**src/rtl/fill_sequencer_if.sv**
```systemverilog
// Command and write-port bundle for fill_sequencer.
// The slave side is the sequencer; the master side is the config master plus array observer.
interface fill_sequencer_if #(
  parameter int WIDTH  = 40,
  parameter int ADDR_W = 4,
  parameter int PAT_W  = 4
);
  logic              cmd_valid;
  logic              cmd_ready;
  logic [1:0]        cmd_mode;
  logic [PAT_W-1:0]  cmd_pat;
  logic [ADDR_W-1:0] cmd_base;
  logic [ADDR_W:0]   cmd_len;
  logic              wr_en;
  logic [ADDR_W-1:0] wr_addr;
  logic [WIDTH-1:0]  wr_data;
  logic              busy;
  logic              done;

  modport master (
    output cmd_valid, cmd_mode, cmd_pat, cmd_base, cmd_len,
    input  cmd_ready, wr_en, wr_addr, wr_data, busy, done
  );

  modport slave (
    input  cmd_valid, cmd_mode, cmd_pat, cmd_base, cmd_len,
    output cmd_ready, wr_en, wr_addr, wr_data, busy, done
  );
endinterface

```
**src/rtl/fill_sequencer.sv**
```systemverilog
// Block-fill write sequencer: one accepted command writes LEN consecutive words
// (wrapping address) with a constant derived from the mode and pattern.
module fill_sequencer #(
  parameter int WIDTH  = 40,
  parameter int ADDR_W = 4,
  parameter int PAT_W  = 4
) (
  input  logic             clk,
  input  logic             rst_n,
  fill_sequencer_if.slave  bus
);

  typedef enum logic [1:0] {
    IDLE = 2'b00,
    FILL = 2'b01,
    DONE = 2'b10
  } state_t;

  localparam int unsigned       DEPTH_I = 32'd1 << ADDR_W;
  localparam logic [ADDR_W:0]   DEPTH   = (ADDR_W+1)'(DEPTH_I);

  // Fill word: zeros, ones, pattern repeated from the LSB, or pattern sign-extended.
  function automatic logic [WIDTH-1:0] fill_word(input logic [1:0] mode,
                                                 input logic [PAT_W-1:0] pat);
    logic [WIDTH-1:0] w;
    w = {WIDTH{1'b0}};
    case (mode)
      2'b00: w = {WIDTH{1'b0}};
      2'b01: w = {WIDTH{1'b1}};
      2'b10: begin
        for (int i = 0; i < WIDTH; i++) begin
          w[i] = pat[i % PAT_W];
        end
      end
      2'b11: begin
        for (int i = 0; i < WIDTH; i++) begin
          w[i] = pat[(i < PAT_W) ? i : (PAT_W - 1)];
        end
      end
      default: w = {WIDTH{1'b0}};
    endcase
    return w;
  endfunction

  state_t            state_r, state_s;
  logic              wr_en_r, wr_en_s;
  logic [ADDR_W-1:0] wr_addr_r, wr_addr_s;
  logic [WIDTH-1:0]  wr_data_r, wr_data_s;
  logic              busy_r, busy_s;
  logic              done_r, done_s;
  logic [ADDR_W:0]   remain_r, remain_s;
  logic [ADDR_W:0]   len_eff_s;

  assign len_eff_s = (bus.cmd_len > DEPTH) ? DEPTH : bus.cmd_len;

  // Next-state and next-output decode
  always_comb begin
    state_s   = state_r;
    wr_en_s   = 1'b0;
    wr_addr_s = wr_addr_r;
    wr_data_s = wr_data_r;
    busy_s    = busy_r;
    done_s    = 1'b0;
    remain_s  = remain_r;
    case (state_r)
      IDLE: begin
        if (bus.cmd_valid) begin
          wr_data_s = fill_word(bus.cmd_mode, bus.cmd_pat);
          busy_s    = 1'b1;
          // A zero-length command skips FILL and reports completion directly.
          if (len_eff_s == {(ADDR_W+1){1'b0}}) begin
            done_s  = 1'b1;
            state_s = DONE;
          end else begin
            wr_en_s   = 1'b1;
            wr_addr_s = bus.cmd_base;
            remain_s  = len_eff_s - (ADDR_W+1)'(1'b1);
            state_s   = FILL;
          end
        end else begin
          busy_s = 1'b0;
        end
      end
      FILL: begin
        if (remain_r != {(ADDR_W+1){1'b0}}) begin
          wr_en_s   = 1'b1;
          wr_addr_s = wr_addr_r + ADDR_W'(1'b1);
          remain_s  = remain_r - (ADDR_W+1)'(1'b1);
        end else begin
          done_s  = 1'b1;
          state_s = DONE;
        end
      end
      DONE: begin
        busy_s  = 1'b0;
        state_s = IDLE;
      end
      default: begin
        busy_s  = 1'b0;
        state_s = IDLE;
      end
    endcase
  end

  // State and registered-output update with synchronous reset
  always_ff @(posedge clk) begin
    if (!rst_n) begin
      state_r   <= IDLE;
      wr_en_r   <= 1'b0;
      wr_addr_r <= {ADDR_W{1'b0}};
      wr_data_r <= {WIDTH{1'b0}};
      busy_r    <= 1'b0;
      done_r    <= 1'b0;
      remain_r  <= {(ADDR_W+1){1'b0}};
    end else begin
      state_r   <= state_s;
      wr_en_r   <= wr_en_s;
      wr_addr_r <= wr_addr_s;
      wr_data_r <= wr_data_s;
      busy_r    <= busy_s;
      done_r    <= done_s;
      remain_r  <= remain_s;
    end
  end

  assign bus.cmd_ready = rst_n && (state_r == IDLE);
  assign bus.wr_en     = wr_en_r;
  assign bus.wr_addr   = wr_addr_r;
  assign bus.wr_data   = wr_data_r;
  assign bus.busy      = busy_r;
  assign bus.done      = done_r;

endmodule

```
**src/flat_wrapper.sv**
```systemverilog
// flat-port wrapper written by rule: the top's interface ports become plain ports
module fill_sequencer_flat 
#(
  parameter int WIDTH  = 40,
  parameter int ADDR_W = 4,
  parameter int PAT_W  = 4
)
  (clk, rst_n, bus_cmd_valid, bus_cmd_mode, bus_cmd_pat, bus_cmd_base, bus_cmd_len, bus_cmd_ready, bus_wr_en, bus_wr_addr, bus_wr_data, bus_busy, bus_done);
  fill_sequencer_if #(.WIDTH(WIDTH), .ADDR_W(ADDR_W), .PAT_W(PAT_W)) bus_i ();
  input  logic clk;
  input  logic rst_n;
  input wire logic [$bits(bus_i.cmd_valid)-1:0] bus_cmd_valid;
  input wire logic [$bits(bus_i.cmd_mode)-1:0] bus_cmd_mode;
  input wire logic [$bits(bus_i.cmd_pat)-1:0] bus_cmd_pat;
  input wire logic [$bits(bus_i.cmd_base)-1:0] bus_cmd_base;
  input wire logic [$bits(bus_i.cmd_len)-1:0] bus_cmd_len;
  output wire logic [$bits(bus_i.cmd_ready)-1:0] bus_cmd_ready;
  output wire logic [$bits(bus_i.wr_en)-1:0] bus_wr_en;
  output wire logic [$bits(bus_i.wr_addr)-1:0] bus_wr_addr;
  output wire logic [$bits(bus_i.wr_data)-1:0] bus_wr_data;
  output wire logic [$bits(bus_i.busy)-1:0] bus_busy;
  output wire logic [$bits(bus_i.done)-1:0] bus_done;
  assign bus_i.cmd_valid = bus_cmd_valid;
  assign bus_i.cmd_mode = bus_cmd_mode;
  assign bus_i.cmd_pat = bus_cmd_pat;
  assign bus_i.cmd_base = bus_cmd_base;
  assign bus_i.cmd_len = bus_cmd_len;
  assign bus_cmd_ready = bus_i.cmd_ready;
  assign bus_wr_en = bus_i.wr_en;
  assign bus_wr_addr = bus_i.wr_addr;
  assign bus_wr_data = bus_i.wr_data;
  assign bus_busy = bus_i.busy;
  assign bus_done = bus_i.done;
  fill_sequencer #(.WIDTH(WIDTH), .ADDR_W(ADDR_W), .PAT_W(PAT_W)) u_core (.clk(clk), .rst_n(rst_n), .bus(bus_i));
endmodule
```
**config.mk**
```make
export PLATFORM = sky130hd
export DESIGN_NAME = fill_sequencer_flat
export DESIGN_NICKNAME = d
export VERILOG_FILES = /design/src/rtl/fill_sequencer_if.sv /design/src/rtl/fill_sequencer.sv /design/src/flat_wrapper.sv
export SDC_FILE = /design/constraint.sdc
export NUM_CORES = 1
export LEC_CHECK = 0
export BUFFER_PORTS_ARGS = -buffer_cell sky130_fd_sc_hd__buf_2
export CAP_MARGIN = 10
export CORE_ASPECT_RATIO = 1.25
export CORE_MARGIN = 3
export CORE_UTILIZATION = 30
export DETAILED_ROUTE_END_ITERATION = 8
export SETUP_SLACK_MARGIN = 0.5
export SLEW_MARGIN = 20
export SYNTH_ARGS = -nofsm -noshare
export SYNTH_HDL_FRONTEND = slang
export SYNTH_SLANG_ARGS = --single-unit
```
**constraint.sdc**
```tcl
create_clock -name clk -period 3.1 [get_ports clk]
set_input_delay 0.155 -clock clk [delete_from_list [all_inputs] [get_ports clk]]
set_output_delay 0.155 -clock clk [all_outputs]
set_load 0.05 [all_outputs]
```
Word level (Yosys, flattened, before mapping)
Cells that the tools add are included.
{"block": "word_totals", "wordCells": 52, "n_memories": 0, "latch_bits": 0, "ram_bits": 0, "regBits": 54, "output_inout_bits": 48, "input_bits": 18, "rom_bits": 0}
{"block": "classes", "shifts": 0, "div_mod_pow": 0, "magnitude_cmp": 1, "n_eq_ne": 8, "n_addsub": 3, "n_mul": 0, "reduce_logical": 9, "n_bitwise": 0, "mux": 24}
{"op": "one-hot mux 40 bit (4 select lines)", "n": 1}
{"op": "two-way mux 5 bit", "n": 4}
{"op": "two-way mux 4 bit", "n": 3}
{"op": "one-hot mux 5 bit (2 select lines)", "n": 1}
{"op": "subtractor 5 x 1 -> 5 bit (second input constant)", "n": 2}
{"op": "one-hot mux 4 bit (2 select lines)", "n": 1}
{"op": "two-way mux 1 bit", "n": 7}
{"op": "two-way mux 2 bit", "n": 3}
{"op": "inequality test 2 bit (second input constant)", "n": 3}
{"op": "one-hot mux 1 bit (2 select lines)", "n": 3}
{"op": "greater-than comparator 5 bit (second input constant)", "n": 1}
{"op": "zero test 5 bit", "n": 1}
{"op": "nonzero test 5 bit", "n": 1}
{"op": "adder 4 x 1 -> 4 bit (second input constant)", "n": 1}
{"op": "equality test 2 x 1 -> 1 bit (second input constant)", "n": 2}
{"op": "equality test 2 bit (second input constant)", "n": 2}
{"op": "zero test 2 bit", "n": 2}
{"op": "one-hot mux 2 bit (2 select lines)", "n": 1}
{"op": "AND reduction 2 bit", "n": 2}
{"op": "AND reduction 4 bit", "n": 1}
{"op": "inequality test 2 x 1 -> 1 bit (second input constant)", "n": 1}
{"op": "nonzero test 2 bit", "n": 1}
{"op": "logical AND 1 bit", "n": 1}

Longest topological paths before layout
Gate-level depths: netlist of run 1.
{"block": "logic_depth", "word_depth": 6, "depth_mapped": 10, "mapped_depth_nobuf": 8}

Least setup slack after synthesis of run 1
No wires, ideal clock.
{"block": "synth_path", "kind": "flip-flop to flip-flop", "startpoint": "reg u_core.state_r[1]", "endpoint": "reg u_core.remain_r[2]", "setup_ps": 67, "required_ps": 3033, "setup_slack_ps": 1087, "synth_period_minus_slack_ps": 2013, "path_buffers": 1, "arrival_time_ps": 1946, "path_stages_with_launch": 10, "path_cell_list": "dfxtp_1 -> nand2b_1 -> clkbuf_1 -> and3_1 -> a21oi_1 -> ha_1 -> inv_1 -> a31oi_1 -> or3_4 -> a21oi_2"}
{"block": "synth_between", "elab_chain_cells": 3, "word_cells_on_any_way": 8, "classes_between": "eq/ne: 4; mux: 1; reduce/logical: 3"}
{"item": "from (decl)", "line_no": "fill_sequencer.sv:45", "rtl": "state_t state_r, state_s;"}
{"item": "from (signal assigned)", "line_no": "fill_sequencer.sv:116", "rtl": "state_r <= state_s;"}
{"item": "equality test 2 x 1 -> 1 bit or zero test 2 bit (tied branches)", "line_no": "fill_sequencer.sv:65", "rtl": "case (state_r)"}
{"item": "inequality test 2 x 1 -> 1 bit (no source line) (tied with other cells)"}
{"item": "AND reduction 4 bit (no source line)"}
{"item": "to (signal assigned)", "line_no": "fill_sequencer.sv:114", "rtl": "remain_r <= {(ADDR_W+1){1'b0}};"}
{"item": "to (signal assigned)", "line_no": "fill_sequencer.sv:122", "rtl": "remain_r <= remain_s;"}
{"item": "to (decl)", "line_no": "fill_sequencer.sv:51", "rtl": "logic [ADDR_W:0] remain_r, remain_s;"}
Parallel ways exist; a longest one is shown, timed or not.
A chain may end at the register's enable or synchronous reset.

Final worst setup path of run 1
Ends and elaborated chain as after synthesis.

==> flow_summary_export.csv, run 1 <==
group,metric,value,unit
status,run_status,"finished clean",
power,seq_power_share,32.5,%
power,internal-power,0.0005386,W
power,irDropWorstVdd,169.9,uV
cells_and_area,drive_gt1_share,37.56,%
clocking,postCtsHoldBufs,0,
floorplan,rows,26,
clocking,clkTransAtPathRegs,0.08,ns
yosys,synth_cells,165,
power,power-per-cell-area,715.9,nW/um^2
timing,fin_skew,0.006449,ns
clocking,cts_buffer_depth,2,
place,port_buffers,65,
setup_path,critPathCaptureType,"register",
power,leakage,0.7481,nW
clocking,cts_tree,"yes",
min_path,hp-class,"in2reg",
clocking,cts_resized,0,
route,firstDrtPassIters,4,
cells_and_area,stdcell_area,1523,um^2
route,viasPerCell,5.008,
timing,fin_setup_tns,0,ns
floorplan,core_area,4197,um^2
timing,fin_crit_sh,68.77,%
place,gp_congestion,0.7916,
yosys,synth_area_leaders,"dfxtp_1 31%, buf_4 18%, a311oi_1 4.5%, a21oi_1 4.5%, nor3_1 3.7%",
yosys,synth.avg_cell_area,8.167,um^2
global_routing,grt_pass1_wl,5340,um
yosys,synth_top_area_share,31.20,%
global_routing,antenna_found_initial,0,
clocking,cts_root_buffer,"clkbuf_8",
floorplan,initial_utilization,32.11,%
setup_path,path_class,"reg2reg",
cells_and_area,nNetsFinal,218,
cells_and_area,syn2layout_area_growth,13.00,%
setup_path,cp_max_fo,14,
flow_run,drv_cap,0,
yosys,synth_seq_cells,21,
global_routing,grt_start_max_net_pins,19,
floorplan,fp.dieArea,5337,um^2
yosys,synth_area,1348,um^2
floorplan,die_x,65.95,um
route,drt_iter0_markers,107,
route,ant_nets,0,
power,pwr-share-comb,50.9,%
floorplan,num_io_pins,66,
clocking,cts-htree-levels,1,
clocking,postCtsSetupBuffers,0,
timing,fmax,469.1,MHz
power,pwr-share-clk,16.6,%
floorplan,die_y,80.93,um
clocking,numCtsBuffers,3,
timing,fin_crit,2.132,ns
route,vias,1267,
power,p_switching,0.0005514,W
timing,slew_violations,0,
setup_path,cp.required,3.29,ns
global_routing,grt_pass1_vias,1128,
timing,slew_headroom,47.30,%
global_routing,gr-total-overflow,0,
yosys,seq_area_frac_synth,31.20,%
place,hpwlAfterDp,2482,um
clocking,clock_insertion_delay_worst_skew,0.26,ns
timing,worst_pin_slew,0.7905,ns
yosys,yosysTopAreaCell,"dfxtp_1",
route,finalWirelength,3298,um
route,drc,0,
global_routing,track_usage,12.79,%
power,p_sw_share,50.59,%
yosys,yosys_warnings,0,
setup_path,critPathArrivalTime,2.32,ns
clocking,cts.sinks,21,
timing,setup_viol,0,
route,wl_per_cell,13.04,um
setup_path,reg2reg_slack,0.97,ns
timing,rsz0062_at_grt,"no",
place,place_area,1478,um^2
cells_and_area,num_antenna_cells,0,
yosys,synthesis.nets,185,
yosys,synth.distinct_cells,37,
timing,hold_viol_final,0,
setup_path,startpoint_type,"register",
==> path summary, 6_finish.rpt <==
kind	depth (start not counted)	from	end
setup / recovery	8	u_core.state_r[1]	u_core.remain_r[2]
hold reg to reg	2	u_core.bus.wr_data[1]	u_core.bus.wr_data[1]
hold / removal	3	bus_cmd_pat[3]	u_core.bus.wr_data[35]
setup reg to reg	8	u_core.state_r[1]	u_core.remain_r[2]
==> worst max-delay path, cell delays in order (launching register included) <==
cell and delay (ns):
dfxtp_1 0.47, nand2b_1 0.46, and3_1 0.22, a21oi_1 0.04, ha_1 0.25, inv_1 0.09
a31oi_1 0.07, or3_4 0.33, a21oi_2 0.12
==> flip-flops by register name, indices dropped and copies added (netlist names) <==
signal,count
u_core.state_r,2
u_core.bus.wr_addr,4
u_core.bus.wr_en,1
u_core.bus.busy,1
u_core.remain_r,5
u_core.bus.wr_data,7
u_core.bus.done,1
==> cells in the mapped netlist <==
library cell / instances
or3_4: 2
o21ai_0: 4
a311oi_1: 7
a32o_1: 1
a221o_1: 1
o221ai_1: 1
inv_1: 4
o31ai_1: 2
a21o_1: 2
o31a_1: 1
buf_6: 1
ha_1: 2
dfxtp_1: 21
nand3_1: 5
nand2b_1: 6
a21oi_2: 1
o22ai_1: 2
buf_4: 33
a21oi_1: 12
buf_2: 2
o32ai_1: 1
nor2_1: 11
a31oi_1: 4
and3b_1: 2
a221oi_1: 1
nand2_1: 12
nor3b_4: 1
nand3b_1: 2
nor4bb_1: 1
clkbuf_1: 3
a22oi_1: 1
a211oi_1: 1
nor2b_1: 2
o211ai_1: 1
and3_1: 1
mux2i_1: 1
nor3_1: 10
==> metal layers <==
layer | global-route usage, % | share of wire (%)
met1 | 16.18 | 41
met2 | 21.36 | 47
met3 | 2.213 | 10
met4 | 5.285 | 1.4
met5 | 0 | 0
==> cell type report <==
class	instances	area, um^2
Fill cell	428	2674
Multi-Input combinational cell	101	631.9
Sequential cell	21	420.4
Timing Repair Buffer	67	340.3
Tap cell	56	70.07
Clock buffer	4	45.04
Inverter	4	15.01
==> cells by family (layout without fill, tap and decap cells) <==
| group | count (synthesis) | in the layout | synth area share (%) |
|---|---|---|---|
| buf+inv | 43 | 75 | 21.91 |
| fa+ha+maj | 2 | 2 | 1.857 |
| mux | 1 | 1 | 0.7428 |
| simple gates | 55 | 55 | 22.38 |
| compound gates | 43 | 43 | 21.91 |
| flops | 21 | 21 | 31.20 |
==> power groups by stage <==
stage               registers, W  logic (W)  clock network (W)
floorplan               0.000434   0.000428                  0
global placement        0.000360   0.000556                  0
detailed placement      0.000361   0.000554                  0
CTS                     0.000355   0.000556           0.000189
global route            0.000364   0.000589           0.000200
finish                  0.000354   0.000555           0.000181
==> stage by stage <==
step / hold slack, ns / std cells / util [%] / total power, W / worst slack [ns]
floorplan: 0.2934 / 165 / - / 0.0008614 / 1.087
global placement: 0.4485 / 249 / 35.21 / 0.0009166 / 1.040
detailed placement: 0.4487 / 249 / 35.21 / 0.0009151 / 0.9857
CTS: 0.1658 / 253 / 36.29 / 0.001100 / 0.9661
global route: 0.1879 / 253 / 36.29 / 0.001154 / 0.7567
finish: 0.1674 / 253 / 36.29 / 0.001090 / 0.9681
==> layout by cell type, fill, tap and decap left out, types with 2 or more instances in the layout <==
master,count
buf_2,65
dfxtp_1,21
a21oi_1,12
nand2_1,12
nor2_1,11
nor3_1,10
a311oi_1,7
nand2b_1,6
nand3_1,5
inv_1,4
a31oi_1,4
o21ai_0,4
clkbuf_8,3
and3b_1,2
nor2b_1,2
or3_4,2
o31ai_1,2
a21o_1,2
o22ai_1,2
nand3b_1,2
ha_1,2
buf_4,2
No activity file was read; power rests on OpenSTA's default activity.
==> inputs of run 2 (changes only) <==
- clock period: 3.1 -> 1.9 ns (I/O delays scaled with it)
==> flow_summary_export.csv, run 2 (synthesis results as in run 1) <==
group,metric,value,unit
clocking,cts_buffer_depth,2,
floorplan,core_area,4197,um^2
timing,worst_pin_slew,0.3190,ns
global_routing,antenna_found_initial,0,
cells_and_area,syn2layout_area_growth,32.40,%
timing,fin_setup_tns,0,ns
clocking,cts_root_buffer,"clkbuf_8",
timing,slew_headroom,78.62,%
global_routing,grt_start_max_net_pins,15,
setup_path,path_cells,"nand2b_4, and3_4, a21oi_4, ha_4, inv_2, a31oi_1, or3_4, a21oi_2",
clocking,numCtsBuffers,3,
timing,setup_viol,0,
timing,fin_crit_sh,82.77,%
cells_and_area,final_common_cell,"buf_2",
floorplan,die_x,65.95,um
clocking,cts.sinks,21,
power,p_switching,0.0009591,W
setup_path,path_buf_inv,1,
power,pwr-share-clk,15.2,%
timing,rsz0062_at_grt,"yes",
global_routing,grt_pass1_vias,1208,
floorplan,num_io_pins,66,
power,seq_power_share,30.3,%
power,power-per-cell-area,1088,nW/um^2
power,p_sw_share,49.40,%
floorplan,die_y,80.93,um
route,firstDrtPassIters,4,
timing,fin_skew,0.003012,ns
global_routing,grt_pass1_wl,5416,um
timing,worst_hold_slack,0.1065,ns
setup_path,critPathMaxStageDelay,0.37,ns
cells_and_area,num_antenna_cells,0,
clocking,postCtsHoldBufs,0,
timing,fin_crit,1.573,ns
cells_and_area,final_cell_mix,"64 x buf_2, 19 x dfxtp_1, 16 x buf_4",
route,wl_per_cell,13.83,um
floorplan,rows,26,
timing,slew_violations,0,
clocking,clock_insertion_delay_worst_skew,0.26,ns
power,irDropWorstVdd,347.5,uV
setup_path,crit_family,"simple AND/OR/NAND/NOR gates",
setup_path,startpoint_type,"register",
min_path,hp-class,"in2reg",
setup_path,path_class,"reg2reg",
cells_and_area,drive_gt1_share,49.30,%
route,viasPerCell,5.196,
timing,fmax,635.9,MHz
global_routing,gr-total-overflow,0,
power,internal-power,0.0009825,W
timing,hold_viol_final,0,
route,vias,1408,
flow_run,drv_cap,0,
clocking,clkTransAtPathRegs,0.08,ns
floorplan,fp.dieArea,5337,um^2
place,gp_congestion,0.8233,
power,pwr-share-comb,54.6,%
clocking,cts-htree-levels,1,
setup_path,critPathCaptureType,"register",
floorplan,initial_utilization,32.11,%
place,hpwlAfterDp,2671,um
route,drc,0,
cells_and_area,nNetsFinal,236,
cells_and_area,largest_reg_flops,7,
global_routing,track_usage,13.00,%
setup_path,cp_max_fo,5,
route,finalWirelength,3747,um
setup_path,critPathArrivalTime,1.77,ns
setup_path,worst_path_max_delay_cell,"dfxtp_4",
power,leakage,0.8613,nW
setup_path,cp.required,2.10,ns
route,drt_iter0_markers,67,
route,ant_nets,0,
status,run_status,"finished clean",
clocking,cts_tree,"yes",
place,port_buffers,65,
run 2: final timing paths:
check        cells after the start  slack [ns]                    end                   from
max                              8        0.33     u_core.remain_r[2]      u_core.state_r[1]
min                              3        0.11  u_core.bus.wr_addr[1]        bus_cmd_base[1]
max reg2reg                      8        0.33     u_core.remain_r[2]      u_core.state_r[1]
min reg2reg                      2        0.49  u_core.bus.wr_data[2]  u_core.bus.wr_data[2]
run 2: layout make-up:
cell class                 instances  area, um^2
inverter                           4       15.01
multi-input combinational        101       711.9
clock buffer                       4       45.04
sequential                        21       427.9
tap                               56       70.07
timing repair buffer              85       514.2
fill                             404        2412
run 2: stage by stage:
step	setup WS [ns]	std cells	util, %	total power [W]	cell area [um^2]
global route	0.2613	271	42.52	0.002038	1784
detailed placement	0.1457	253	36.82	0.001538	1545
finish	0.3274	271	42.52	0.001942	1784
CTS	0.3490	265	40.04	0.001888	1680
floorplan	0.2469	165	-	0.001440	1401
global placement	0.2413	253	36.82	0.001539	1545
run 2: repair_timing:
item	4_1_cts	5_1_grt
endpoints found under the setup margin	13	16
buffers inserted	8	5
cloned	0	1
gates resized for setup	7	12
pin swaps	3	8
run 2: power by group through the flow:
stage | sequential (W) | clock [W] | combinational [W]
after floorplan | 0.000709 | 0 | 0.000731
after global placement | 0.000591 | 0 | 0.000948
after detailed placement | 0.000592 | 0 | 0.000946
after CTS | 0.000583 | 0.000305 | 0.00100
after global routing | 0.000599 | 0.000323 | 0.00112
final | 0.000588 | 0.000294 | 0.00106
run 2: worst register-to-register path, cell delays in order (launching register included):
cell and delay, ns:
dfxtp_4 0.37, nand2b_4 0.15, and3_4 0.20, a21oi_4 0.04, ha_4 0.19, inv_2 0.05
a31oi_1 0.06, or3_4 0.34, a21oi_2 0.11
run 2: per-layer routing:
metal | track usage [%] | vias to the layer above | share of wire [%]
met2 | 23.57 | 82 | 48
li1 | - | 666 | -
met5 | 0 | - | 0
met1 | 14.75 | 652 | 41
met4 | 5.285 | 0 | 1.8
met3 | 2.490 | 8 | 8.4
==> inputs of run 3 (changes only) <==
- ABC_AREA: default -> 1
- clock period: 1.9 -> 1.5 ns (I/O delays scaled with it)
==> flow_summary_export.csv, run 3 <==
group,metric,value,unit
status,run_status,"finished clean",
timing,fin_crit,1.307,ns
min_path,hp-class,"in2reg",
yosys,yosys_warnings,0,
floorplan,fp.dieArea,5423,um^2
timing,fin_crit_sh,87.11,%
timing,slew_headroom,73.59,%
clocking,cts-htree-levels,1,
yosys,ys_async_sr_fraction,0,%
yosys,synth.avg_cell_area,7.294,um^2
route,drc,0,
setup_path,startpoint_type,"register",
yosys,synthesis.nets,208,
cells_and_area,syn2layout_area_growth,42.34,%
route,vias,1281,
power,leakage,0.9580,nW
place,hpwlAfterDp,2393,um
global_routing,grt_pass1_wl,5092,um
timing,fin_setup_tns,0,ns
yosys,synth_top_area_share,30.66,%
clocking,cts.sinks,21,
floorplan,initial_utilization,32.43,%
route,wl_per_cell,11.41,um
setup_path,path_class,"reg2reg",
flow_run,drv_cap,0,
cells_and_area,final_common_cell,"buf_4",
cells_and_area,final_cell_mix,"38 x buf_4, 27 x buf_2, 22 x nand2_1",
route,finalWirelength,3287,um
global_routing,grt_start_max_net_pins,14,
power,irDropWorstVdd,772.5,uV
timing,worst_hold_slack,0.06050,ns
timing,fin_skew,0.0009719,ns
yosys,synthTopCellsByCount,"33 x buf_4, 25 x nand2_1, 24 x nor2_1",
clocking,numCtsBuffers,3,
yosys,synth_area_leaders,"dfxtp_1 31%, buf_4 18%, nand2_1 6.8%, nor2_1 6.6%, o21ai_0 4.4%",
cells_and_area,num_antenna_cells,0,
clocking,clkTransAtPathRegs,0.08,ns
yosys,synth_cells,188,
route,firstDrtPassIters,2,
route,viasPerCell,4.448,
route,drt_iter0_markers,28,
floorplan,die_y,81.59,um
yosys,yosysMostFrequentCell,"buf_4",
yosys,synth_seq_cells,21,
timing,fmax,765.3,MHz
timing,worst_pin_slew,0.3919,ns
setup_path,critPathMaxStageDelay,0.42,ns
clocking,cts_tree,"yes",
clocking,cts_buffer_depth,2,
cells_and_area,nNetsFinal,253,
floorplan,num_io_pins,66,
timing,hold_viol_final,0,
yosys,synth_area,1371,um^2
setup_path,critPathCaptureType,"register",
floorplan,die_x,66.47,um
yosys,yosysTopAreaCell,"dfxtp_1",
route,ant_nets,0,
place,gp_congestion,0.7582,
place,port_buffers,65,
setup_path,worst_path_max_delay_cell,"dfxtp_4",
timing,slew_violations,0,
yosys,synth_flop_cell,"dfxtp_1",
global_routing,antenna_found_initial,0,
clocking,cts_root_buffer,"clkbuf_8",
cells_and_area,fin_util,46.15,%
setup_path,path_cells,"inv_4, nor2_8, nor2_4, nor2_8, ha_4, nand2_2, o21ai_2, nand3_1, nand2_1, inv_1",
global_routing,track_usage,12.17,%
timing,rsz0062_at_grt,"yes",
clocking,postCtsHoldBufs,0,
clocking,clock_insertion_delay_worst_skew,0.26,ns
setup_path,critPathArrivalTime,1.48,ns
setup_path,crit_top_cell,"nor2_8",
cells_and_area,largest_reg_flops,7,
yosys,seq_area_frac_synth,30.66,%
timing,setup_viol,0,
power,power-per-cell-area,1357,nW/um^2
setup_path,cp.required,1.67,ns
yosys,synth.distinct_cells,30,
floorplan,rows,26,
yosys,synth-edff-count,0,
floorplan,core_area,4229,um^2
global_routing,grt_pass1_vias,1098,
cells_and_area,drive_gt1_share,57.33,%
global_routing,gr-total-overflow,0,
setup_path,cp_max_fo,5,
## run 3: final timing paths
kind                     start               endpoint  slack [ns]  cells past startpoint
max          u_core.state_r[0]     u_core.remain_r[4]        0.19                     10
min             bus_cmd_pat[0]  u_core.bus.wr_data[0]        0.06                      3
max reg2reg  u_core.state_r[0]     u_core.remain_r[4]        0.19                     10
min reg2reg    u_core.bus.busy        u_core.bus.busy        0.46                      2
## run 3: layout make-up
type	count	area, um^2
sequential	21	444.2
tap	56	70.07
multi-input combinational	111	726.9
timing repair buffer	79	578.1
inverter	17	86.33
clock buffer	3	41.29
fill	436	2277
clock inverter	1	5.005
## run 3: power breakdown
part	leakage, nW	switching, W	internal [W]
sequential	0.179	0.000107	0.000658
combinational	0.754	0.00100	0.000500
clock	0.0255	0.000194	0.000185
total	0.958	0.00131	0.00134
## run 3: stage by stage
step	setup WS [ns]	cells	power [W]	area, um^2
6_report	0.1933	288	0.002648	1952
5_1_grt	0.1109	288	0.002799	1952
4_1_cts	0.1790	287	0.002572	1842
3_5_place_dp	0.07945	274	0.001996	1558
3_3_place_gp	0.1186	274	0.001992	1558
2_1_floorplan	0.1492	188	0.001892	1425
## run 3: repair_timing
item,in CTS,in global routing
buffers inserted,8,1
gates resized for setup,56,28
cloned,1,0
endpoints found under the setup margin,58,59
pin swaps,5,9
## run 3: cell families (layout without fill, tap and decap cells)
family | Yosys count | after routing | share of synthesized area [%]
AND/OR/NAND/NOR | 74 | 74 | 27.46
buffers and inverters | 56 | 100 | 26.00
AO/OA/AOI/OAI | 33 | 33 | 12.77
flip-flops | 21 | 21 | 30.66
adder cells (fa/ha/maj) | 2 | 2 | 1.825
XOR/XNOR | 2 | 2 | 1.278
## run 3: critical path: cells and delay by family, from the launching register on
kind	cells	cell delay, ns
compound gates	1	0.10
fa+ha+maj	1	0.14
buf+inv	2	0.09
flops	1	0.42
simple gates	6	0.46
## run 3: layer usage
metal  GRT usage [%]  wire [um]
met5               0          0
met4           2.236         42
met3           3.420        257
met2           23.14       1721
met1           13.34       1265
